### config.mk
export PLATFORM = sky130hd
export DESIGN_NAME = muldiv_unit
export DESIGN_NICKNAME = d
export VERILOG_FILES = /design/src/rtl/muldiv_pkg.sv /design/src/rtl/muldiv_unit.sv
export SDC_FILE = /design/constraint.sdc
export NUM_CORES = 1
export LEC_CHECK = 0
export CAP_MARGIN = 30
export CORE_ASPECT_RATIO = 0.5
export CORE_UTILIZATION = 40
export CTS_CLUSTER_DIAMETER = 50
export CTS_CLUSTER_SIZE = 8
export DETAILED_ROUTE_END_ITERATION = 12
export PLACE_DENSITY = 0.57
export SLEW_MARGIN = 20
export SYNTH_ARGS = -nofsm -noshare
export SYNTH_HDL_FRONTEND = slang
export SYNTH_SLANG_ARGS = --single-unit
### constraint.sdc
create_clock -name clk -period 5.4 [get_ports clk]
set_input_delay 0.81 -clock clk [delete_from_list [all_inputs] [get_ports clk]]
set_output_delay 0.81 -clock clk [all_outputs]
set_load 0.005 [all_outputs]
### src/rtl/muldiv_pkg.sv
// Shared operation encodings, FSM states and operand-sign decode for muldiv_unit.
// The op values are the funct3 codes of the M-extension, so a decoder drives op directly.
package muldiv_pkg;

   typedef enum logic [2:0] {
      OP_MUL    = 3'b000,
      OP_MULH   = 3'b001,
      OP_MULHSU = 3'b010,
      OP_MULHU  = 3'b011,
      OP_DIV    = 3'b100,
      OP_DIVU   = 3'b101,
      OP_REM    = 3'b110,
      OP_REMU   = 3'b111
   } op_e;

   typedef enum logic [1:0] {
      ST_IDLE = 2'b00,
      ST_CALC = 2'b01,
      ST_DONE = 2'b10
   } state_e;

   // rs1 is treated as two's complement for these ops
   function automatic logic rs1_signed(input op_e op);
      case (op)
         OP_MULH, OP_MULHSU, OP_DIV, OP_REM: return 1'b1;
         default:                            return 1'b0;
      endcase
   endfunction

   function automatic logic rs2_signed(input op_e op);
      case (op)
         OP_MULH, OP_DIV, OP_REM: return 1'b1;
         default:                 return 1'b0;
      endcase
   endfunction

endpackage

### src/rtl/muldiv_unit.sv
// Iterative multiply/divide unit: one bit per cycle on operand magnitudes,
// sign correction and divide-by-zero handling applied in the DONE cycle.
module muldiv_unit
   import muldiv_pkg::*;
#(
   parameter int DATA_WIDTH = 32
) (
   input  logic                  clk,
   input  logic                  rst,
   input  logic                  start,
   input  logic [2:0]            op,
   input  logic [DATA_WIDTH-1:0] op1,
   input  logic [DATA_WIDTH-1:0] op2,
   output logic                  busy,
   output logic                  done,
   output logic [DATA_WIDTH-1:0] result
);

   localparam int W  = DATA_WIDTH;
   localparam int CW = $clog2(DATA_WIDTH) + 1;
   localparam logic [CW-1:0]  CNT_LAST = CW'(W - 1);
   localparam logic [CW-1:0]  CNT_ONE  = {{(CW-1){1'b0}}, 1'b1};
   localparam logic [W-1:0]   ONE_W    = {{(W-1){1'b0}}, 1'b1};
   localparam logic [2*W-1:0] ONE_2W   = {{(2*W-1){1'b0}}, 1'b1};

   state_e         r_state;
   op_e            r_op;
   logic           r_s1;
   logic           r_s2;
   logic [W-1:0]   r_acc;
   logic [W-1:0]   r_shift;
   logic [W-1:0]   r_opd;
   logic [CW-1:0]  r_cnt;
   logic           r_busy;
   logic           r_done;
   logic [W-1:0]   r_result;

   logic           w_s1;
   logic           w_s2;
   logic [W-1:0]   w_mag1;
   logic [W-1:0]   w_mag2;
   logic [W:0]     w_sum;
   logic [W:0]     w_rem_sh;
   logic           w_ge;
   logic [W-1:0]   w_diff;
   logic [W-1:0]   w_acc_nx;
   logic [W-1:0]   w_shift_nx;
   logic [2*W-1:0] w_prod;
   logic [2*W-1:0] w_prod_s;
   logic [W-1:0]   w_quo;
   logic [W-1:0]   w_rem;
   logic [W-1:0]   w_final;

   assign busy   = r_busy;
   assign done   = r_done;
   assign result = r_result;

   // Operand signs and magnitudes at capture time
   always_comb begin
      w_s1   = op1[W-1] & rs1_signed(op_e'(op));
      w_s2   = op2[W-1] & rs2_signed(op_e'(op));
      w_mag1 = w_s1 ? (~op1 + ONE_W) : op1;
      w_mag2 = w_s2 ? (~op2 + ONE_W) : op2;
   end

   // One iteration: shift-add multiply or restoring divide step
   always_comb begin
      w_sum    = {1'b0, r_acc} + {1'b0, r_opd};
      w_rem_sh = {r_acc, r_shift[W-1]};
      w_ge     = (w_rem_sh >= {1'b0, r_opd});
      w_diff   = w_rem_sh[W-1:0] - r_opd;
      if (r_op[2]) begin
         if (w_ge) begin
            w_acc_nx   = w_diff;
            w_shift_nx = {r_shift[W-2:0], 1'b1};
         end else begin
            w_acc_nx   = w_rem_sh[W-1:0];
            w_shift_nx = {r_shift[W-2:0], 1'b0};
         end
      end else if (r_shift[0]) begin
         w_acc_nx   = w_sum[W:1];
         w_shift_nx = {w_sum[0], r_shift[W-1:1]};
      end else begin
         w_acc_nx   = {1'b0, r_acc[W-1:1]};
         w_shift_nx = {r_acc[0], r_shift[W-1:1]};
      end
   end

   // Final sign correction; overflow (min / -1) falls out of the magnitude math
   always_comb begin
      w_prod   = {r_acc, r_shift};
      w_prod_s = (r_s1 ^ r_s2) ? (~w_prod + ONE_2W) : w_prod;
      w_quo    = (r_s1 ^ r_s2) ? (~r_shift + ONE_W) : r_shift;
      w_rem    = r_s1 ? (~r_acc + ONE_W) : r_acc;
      case (r_op)
         OP_MUL:                       w_final = w_prod_s[W-1:0];
         OP_MULH, OP_MULHSU, OP_MULHU: w_final = w_prod_s[2*W-1:W];
         OP_DIV, OP_DIVU:              w_final = (r_opd == {W{1'b0}}) ? {W{1'b1}} : w_quo;
         OP_REM, OP_REMU:              w_final = w_rem;
         default:                      w_final = {W{1'b0}};
      endcase
   end

   // Control FSM with datapath registers and registered outputs
   always_ff @(posedge clk or posedge rst) begin
      if (rst) begin
         r_state  <= ST_IDLE;
         r_op     <= OP_MUL;
         r_s1     <= 1'b0;
         r_s2     <= 1'b0;
         r_acc    <= {W{1'b0}};
         r_shift  <= {W{1'b0}};
         r_opd    <= {W{1'b0}};
         r_cnt    <= {CW{1'b0}};
         r_busy   <= 1'b0;
         r_done   <= 1'b0;
         r_result <= {W{1'b0}};
      end else begin
         case (r_state)
            ST_IDLE: begin
               r_done <= 1'b0;
               // a start coinciding with the done pulse is dropped
               if (start && !r_done) begin
                  r_op    <= op_e'(op);
                  r_s1    <= w_s1;
                  r_s2    <= w_s2;
                  r_acc   <= {W{1'b0}};
                  r_shift <= op[2] ? w_mag1 : w_mag2;
                  r_opd   <= op[2] ? w_mag2 : w_mag1;
                  r_cnt   <= {CW{1'b0}};
                  r_busy  <= 1'b1;
                  r_state <= ST_CALC;
               end else begin
                  r_busy  <= 1'b0;
               end
            end
            ST_CALC: begin
               r_acc   <= w_acc_nx;
               r_shift <= w_shift_nx;
               r_cnt   <= r_cnt + CNT_ONE;
               if (r_cnt == CNT_LAST) begin
                  r_state <= ST_DONE;
               end else begin
                  r_state <= ST_CALC;
               end
            end
            ST_DONE: begin
               r_result <= w_final;
               r_done   <= 1'b1;
               r_busy   <= 1'b0;
               r_state  <= ST_IDLE;
            end
            default: begin
               r_state <= ST_IDLE;
               r_busy  <= 1'b0;
               r_done  <= 1'b0;
            end
         endcase
      end
   end

endmodule

# == Word level (Yosys, flattened, before mapping) ==
# Index checks and enable logic that the tools add are counted.
# word_totals
regBits,143
input_bits,70
out_inout_bits,34
elab_cells,85
# classes
add_sub_neg,8
order_cmp,1
n_eq_ne,15
muxes,29
n_bitwise,8
reduce_logical,13
# ops
cell,n
2-to-1 mux 32 bit,14
adder 32 x 1 -> 32 bit (second input constant),4
inverter 32 bit,4
one-hot mux 32 bit (2 select lines),2
one-hot mux 32 bit (4 select lines),1
adder 64 x 1 -> 64 bit (second input constant),1
2-to-1 mux 64 bit,1
inverter 64 bit,1
adder 32 x 32 -> 33 bit,1
>= comparator 33 x 32 -> 1 bit,1
zero test 32 bit,1
subtractor 32 bit,1
== test 3 bit (second input constant),6
one-hot mux 6 bit (2 select lines),1
== test 3 x 2 -> 1 bit (second input constant),3
adder 6 x 1 -> 6 bit (second input constant),1
== test 3 x 1 -> 1 bit (second input constant),2
== test 6 x 5 -> 1 bit (second input constant),1
2-to-1 mux 6 bit,1
OR reduction 3 bit,2
2-to-1 mux 1 bit,4
2-to-1 mux 2 bit,2
one-hot mux 1 bit (2 select lines),2
one-hot mux 2 bit (2 select lines),1
13 further kinds,16

# == Logic depth before layout (Yosys ltp) ==
# logic_depth
depth_word,8
mapped_depth,14
depth_no_buf,13

# == Least setup slack after synthesis ==
# OpenSTA, ideal clock, no wires.
# synth_timing
kind,reg-to-reg
start,register r_acc[0]
end,register r_acc[27]
arrival_time_ns,3.362
t_required_ns,5.314
setup_slack_ns,1.952
path_stages_with_launch,13
n_path_buf,0
path_cell_list,dfrtp_1 -> ha_1 -> inv_1 -> fa_1 -> nand2b_1 -> a21oi_1 -> or4b_2 -> a31oi_1 -> nor3_1 -> or4_1 -> a21oi_1 -> mux2_2 -> a32oi_1
# synth_between
elab_chain_cells,4
# synth_lines
element,line,source
from (decl),muldiv_unit.sv:30,logic [W-1:0] r_acc;
from (signal assigned),muldiv_unit.sv:111,r_acc <= {W{1'b0}};
from (signal assigned),muldiv_unit.sv:127,r_acc <= {W{1'b0}};
from (signal assigned),muldiv_unit.sv:138,r_acc <= w_acc_nx;
adder 32 x 32 -> 33 bit (tied with other cells),muldiv_unit.sv:68,"w_sum = {1'b0, r_acc} + {1'b0, r_opd};"
2-to-1 mux 32 bit (on tied branches),"muldiv_unit.sv:80, muldiv_unit.sv:73",
2-to-1 mux 32 bit (*),muldiv_unit.sv:72,if (r_op[2]) begin
one-hot mux 32 bit (2 select lines) (*),muldiv_unit.sv:119,case (r_state)
# Mark *: on every way between the ends. The rest lies on a longest branch, timed or not.
# A chain may end at the register's enable or synchronous reset.

# == Final worst setup path ==
# layout_timing
start,input port op2[2]
end,register r_opd[28]
# layout_between
elab_chain_cells,4
# layout_lines
element,line,source
from (decl),muldiv_unit.sv:13,"input logic [DATA_WIDTH-1:0] op2,"
inverter 32 bit,muldiv_unit.sv:63,w_mag2 = w_s2 ? (~op2 + ONE_W) : op2;
adder 32 x 1 -> 32 bit,muldiv_unit.sv:63,
2-to-1 mux 32 bit,muldiv_unit.sv:63,
2-to-1 mux 32 bit,muldiv_unit.sv:129,r_opd <= op[2] ? w_mag2 : w_mag1;
to (signal assigned),muldiv_unit.sv:113,r_opd <= {W{1'b0}};
to (signal assigned),muldiv_unit.sv:129,
to (decl),muldiv_unit.sv:32,logic [W-1:0] r_opd;
# No other way between the ends.

==> impl_metrics.tcl <==
set metrics [dict create \
    fin_cells 2524 \
    grt_max_degree 79 \
    finalCritPeriodShare_pct 75.9 \
    start_util_pct 41.3 \
    yosysSeqAreaShare_pct 23.8 \
    synth_nets 2148 \
    cts_root_buffer "clkbuf_16" \
    cp-endpoint "r_opd[28]" \
    synth-compound-area-share_pct 28.6 \
    num-fill-cells 3669 \
    cpMaxStageDelayCell "nor4_1" \
    setup_viol 0 \
    finalCriticalPeriod_ps 4100 \
    synth.area.mux_share_pct 4.47 \
    r2r_setup_slack_ps 1310 \
    die_y_um 139 \
    post-cts-setup-buffer-count 0 \
    hold_violations 0 \
    p_leak_nw 6.61 \
    syn_to_final_growth_pct 13.3 \
    cts_buffers 17 \
    drt_iter0_drc 1863 \
    antenna_left 0 \
    r2r_start "r_acc[2]" \
    gp_congestion 1.02 \
    htreeDepth 4 \
    path_delay_family "simple AND/OR/NAND/NOR gates" \
    fin_skew_ps 13.6 \
    ios 104 \
    synth_fa_ha_area_share_pct 6.00 \
    drive_above_1_share_pct 6.08 \
    crit_top_cell "a21oi_1" \
    grtUsageTotal_pct 31.1 \
    slew-limit-headroom_pct 30.9 \
    routedWlPerCell_um 24.0 \
    ys_top_cells_by_area "dfrtp_1 (24%), o21ai_0 (6.5%), nand2_1 (5.8%)" \
    grt_pass1_wl_um 91400 \
    crit_arrival_ps 4410 \
    crit_chain "clkdlybuf4s50_1, nor4_1, nand4_1, nor2b_1, a21oi_1, a21oi_1, nand2_1, xor2_1, o211ai_1, o21ai_0" \
    hold_buffers 0 \
    syn_avg_cell_area_um2 7.50 \
    viasPerCell 6.32 \
    io_buffers 103 \
    clock_sinks 143 \
    yosys_warnings 0 \
    hp-start "result[13]" \
    status "completed" \
    die_x_um 276 \
    crit_path_max_fanout 5 \
    r2r-end "r_acc[4]" \
    die_area_um2 38500 \
    grt-ovfl-total 0 \
    yosysTopAreaCell "dfrtp_1" \
    powerDensity_nw_per_um2 661 \
    cp.depth 10 \
    peakVddDrop_v 0.000268 \
    cts_resized 0 \
    route.detailed.drc 0 \
    dp_cells 2491 \
    yosys.cell_types.count 79 \
    final_nets 2167 \
    reg2reg_depth 12 \
    setup.worst_path.start "op2[2]" \
    synth_most_common_cell "nand2_1" \
    antenna_found_initial 3 \
    synthesis.area_um2 15100 \
    row_count 49 \
    clockBufferDepth 2 \
    synthXorXnorAreaFrac_pct 10.4 \
    finalSetupTns_ps 0 \
    dr.pass1.iters 6 \
    hp-class "reg2reg" \
    cp_slowest_stage_delay_ps 870 \
    dp.final_hpwl_um 45700 \
    required_ps 5710 \
    ys.flop_type "dfrtp_1" \
    worstSkewPairLatency_ps 470 \
    via_count 15960 \
    path_buf_inv 1 \
    wl_um 60600 \
    netlist_instances 2007 \
    synth_top_family_by_area "compound AO/OA/AOI/OAI gates" \
    cap_violations 0 \
    tightest_slew_ps 1030 \
    endpoint_kind "flip-flop" \
    synthTopCellsByCount "nand2_1 (231), o21ai_0 (196), a21oi_1 (159)" \
    yosysTopAreaCellShare_pct 23.8 \
    synth-seq-cells 143 \
    core_um2 36500 \
    fmax_mhz 244 \
    synthArstFlopShare_pct 100 \
    synth_edf_count 0 \
    crit_type "in2reg" \
    start_kind "primary input" \
    synth_simple_gate_area_share_pct 21.5 \
    cts_tree "done" \
    cts.reportedPaths.clkPinSlew_ps 70 \
    grt_pass1_vias 14281 \
    rsz0062_at_grt "false" \
    slew_viol_final 0 \
]
-- stage by stage --
step	util [%]	setup slack, ps	hold WS (ps)	power [mW]	instance area, um^2
final	46.7	1300	476	11.3	17100
after global routing	46.7	1150	498	12.0	17100
after CTS	46.7	1440	478	11.1	17000
after detailed placement	45.2	1060	462	9.81	16500
after global placement	45.2	1140	465	9.82	16500
after floorplan	-	752	455	7.51	15100
-- how the worst min path moves through the flow --
stage	to	slack (ps)	cells after the start
3_5_place_dp	result[13]	460	2
2_1_floorplan	r_state[1]	450	1
6_report	result[13]	480	2
3_3_place_gp	result[13]	460	2
5_1_grt	result[6]	500	2
4_1_cts	result[13]	480	2
-- worst reg2reg max path, cell delays in order, from the launching register on --
cell,delay (ps)
dfrtp_1,650
ha_1,380
a21o_1,200
a21oi_1,190
a2111oi_0,140
buf_4,180
o21ai_0,480
nand3_1,220
nand2_2,490
buf_4,430
mux2_2,390
a21oi_1,130
o21ai_0,80
-- power by group --
| part | internal, mW | switching (mW) | total, mW |
|---|---|---|---|
| logic | 3.15 | 4.47 | 7.62 |
| registers | 1.52 | 0.911 | 2.43 |
| clock network | 0.610 | 0.608 | 1.22 |
| total | 5.28 | 5.99 | 11.3 |
-- metal layers --
metal / GRT usage, % / wire (um)
met5: 0 / 13
met4: 7.76 / 1050
met3: 6.60 / 5860
met2: 44.3 / 24500
met1: 46.8 / 29200
-- state kept, by name, indices dropped and copies added, names as in the netlist --
signal,count
busy,1
result,32
r_shift,32
done,1
r_op,3
r_opd,32
r_s2,1
r_state,2
r_s1,1
r_acc,32
r_cnt,6
-- placed cells by master (no fill, tap or decap), drive strengths merged, types with 29 or more instances in the layout --
master / synthesis / routed
o221ai: 32 / 32
o31ai: 31 / 31
nor2: 147 / 147
ha: 69 / 69
clkdlybuf4s50: 0 / 102
buf: 22 / 43
o211ai: 40 / 40
xor2: 84 / 84
nand3: 65 / 65
a21oi: 159 / 159
a211oi: 29 / 29
o21ai: 202 / 202
dfrtp: 143 / 143
nor3: 49 / 49
inv: 61 / 70
nor4: 32 / 32
xnor2: 94 / 94
mux2i: 56 / 56
nand2: 231 / 231
-- area by class of cell --
| cell class | instances | area, um^2 | area share, % |
|---|---|---|---|
| diodes | 1 | 2.50 | 0.0147 |
| clock buffers | 17 | 425 | 2.49 |
| clock inverters | 15 | 141 | 0.829 |
| inverters | 61 | 234 | 1.37 |
| multi-input cells | 1658 | 10700 | 62.8 |
| flip-flops and latches | 143 | 3580 | 21.0 |
| well taps | 484 | 606 | 3.55 |
| repair buffers | 145 | 1340 | 7.88 |
-- logic make-up (layout without fill, tap and decap cells) --
kind of cell | count (synthesis) | after routing
AOI/OAI and AO/OA | 672 | 672
xor gates and xnor gates | 178 | 178
adders and majority gates | 71 | 71
buffers and inverters | 206 | 238
DFF | 143 | 143
muxes | 66 | 66
other | 0 | 1
and+or+nand+nor | 671 | 671
No activity file was read; power rests on OpenSTA's default activity.
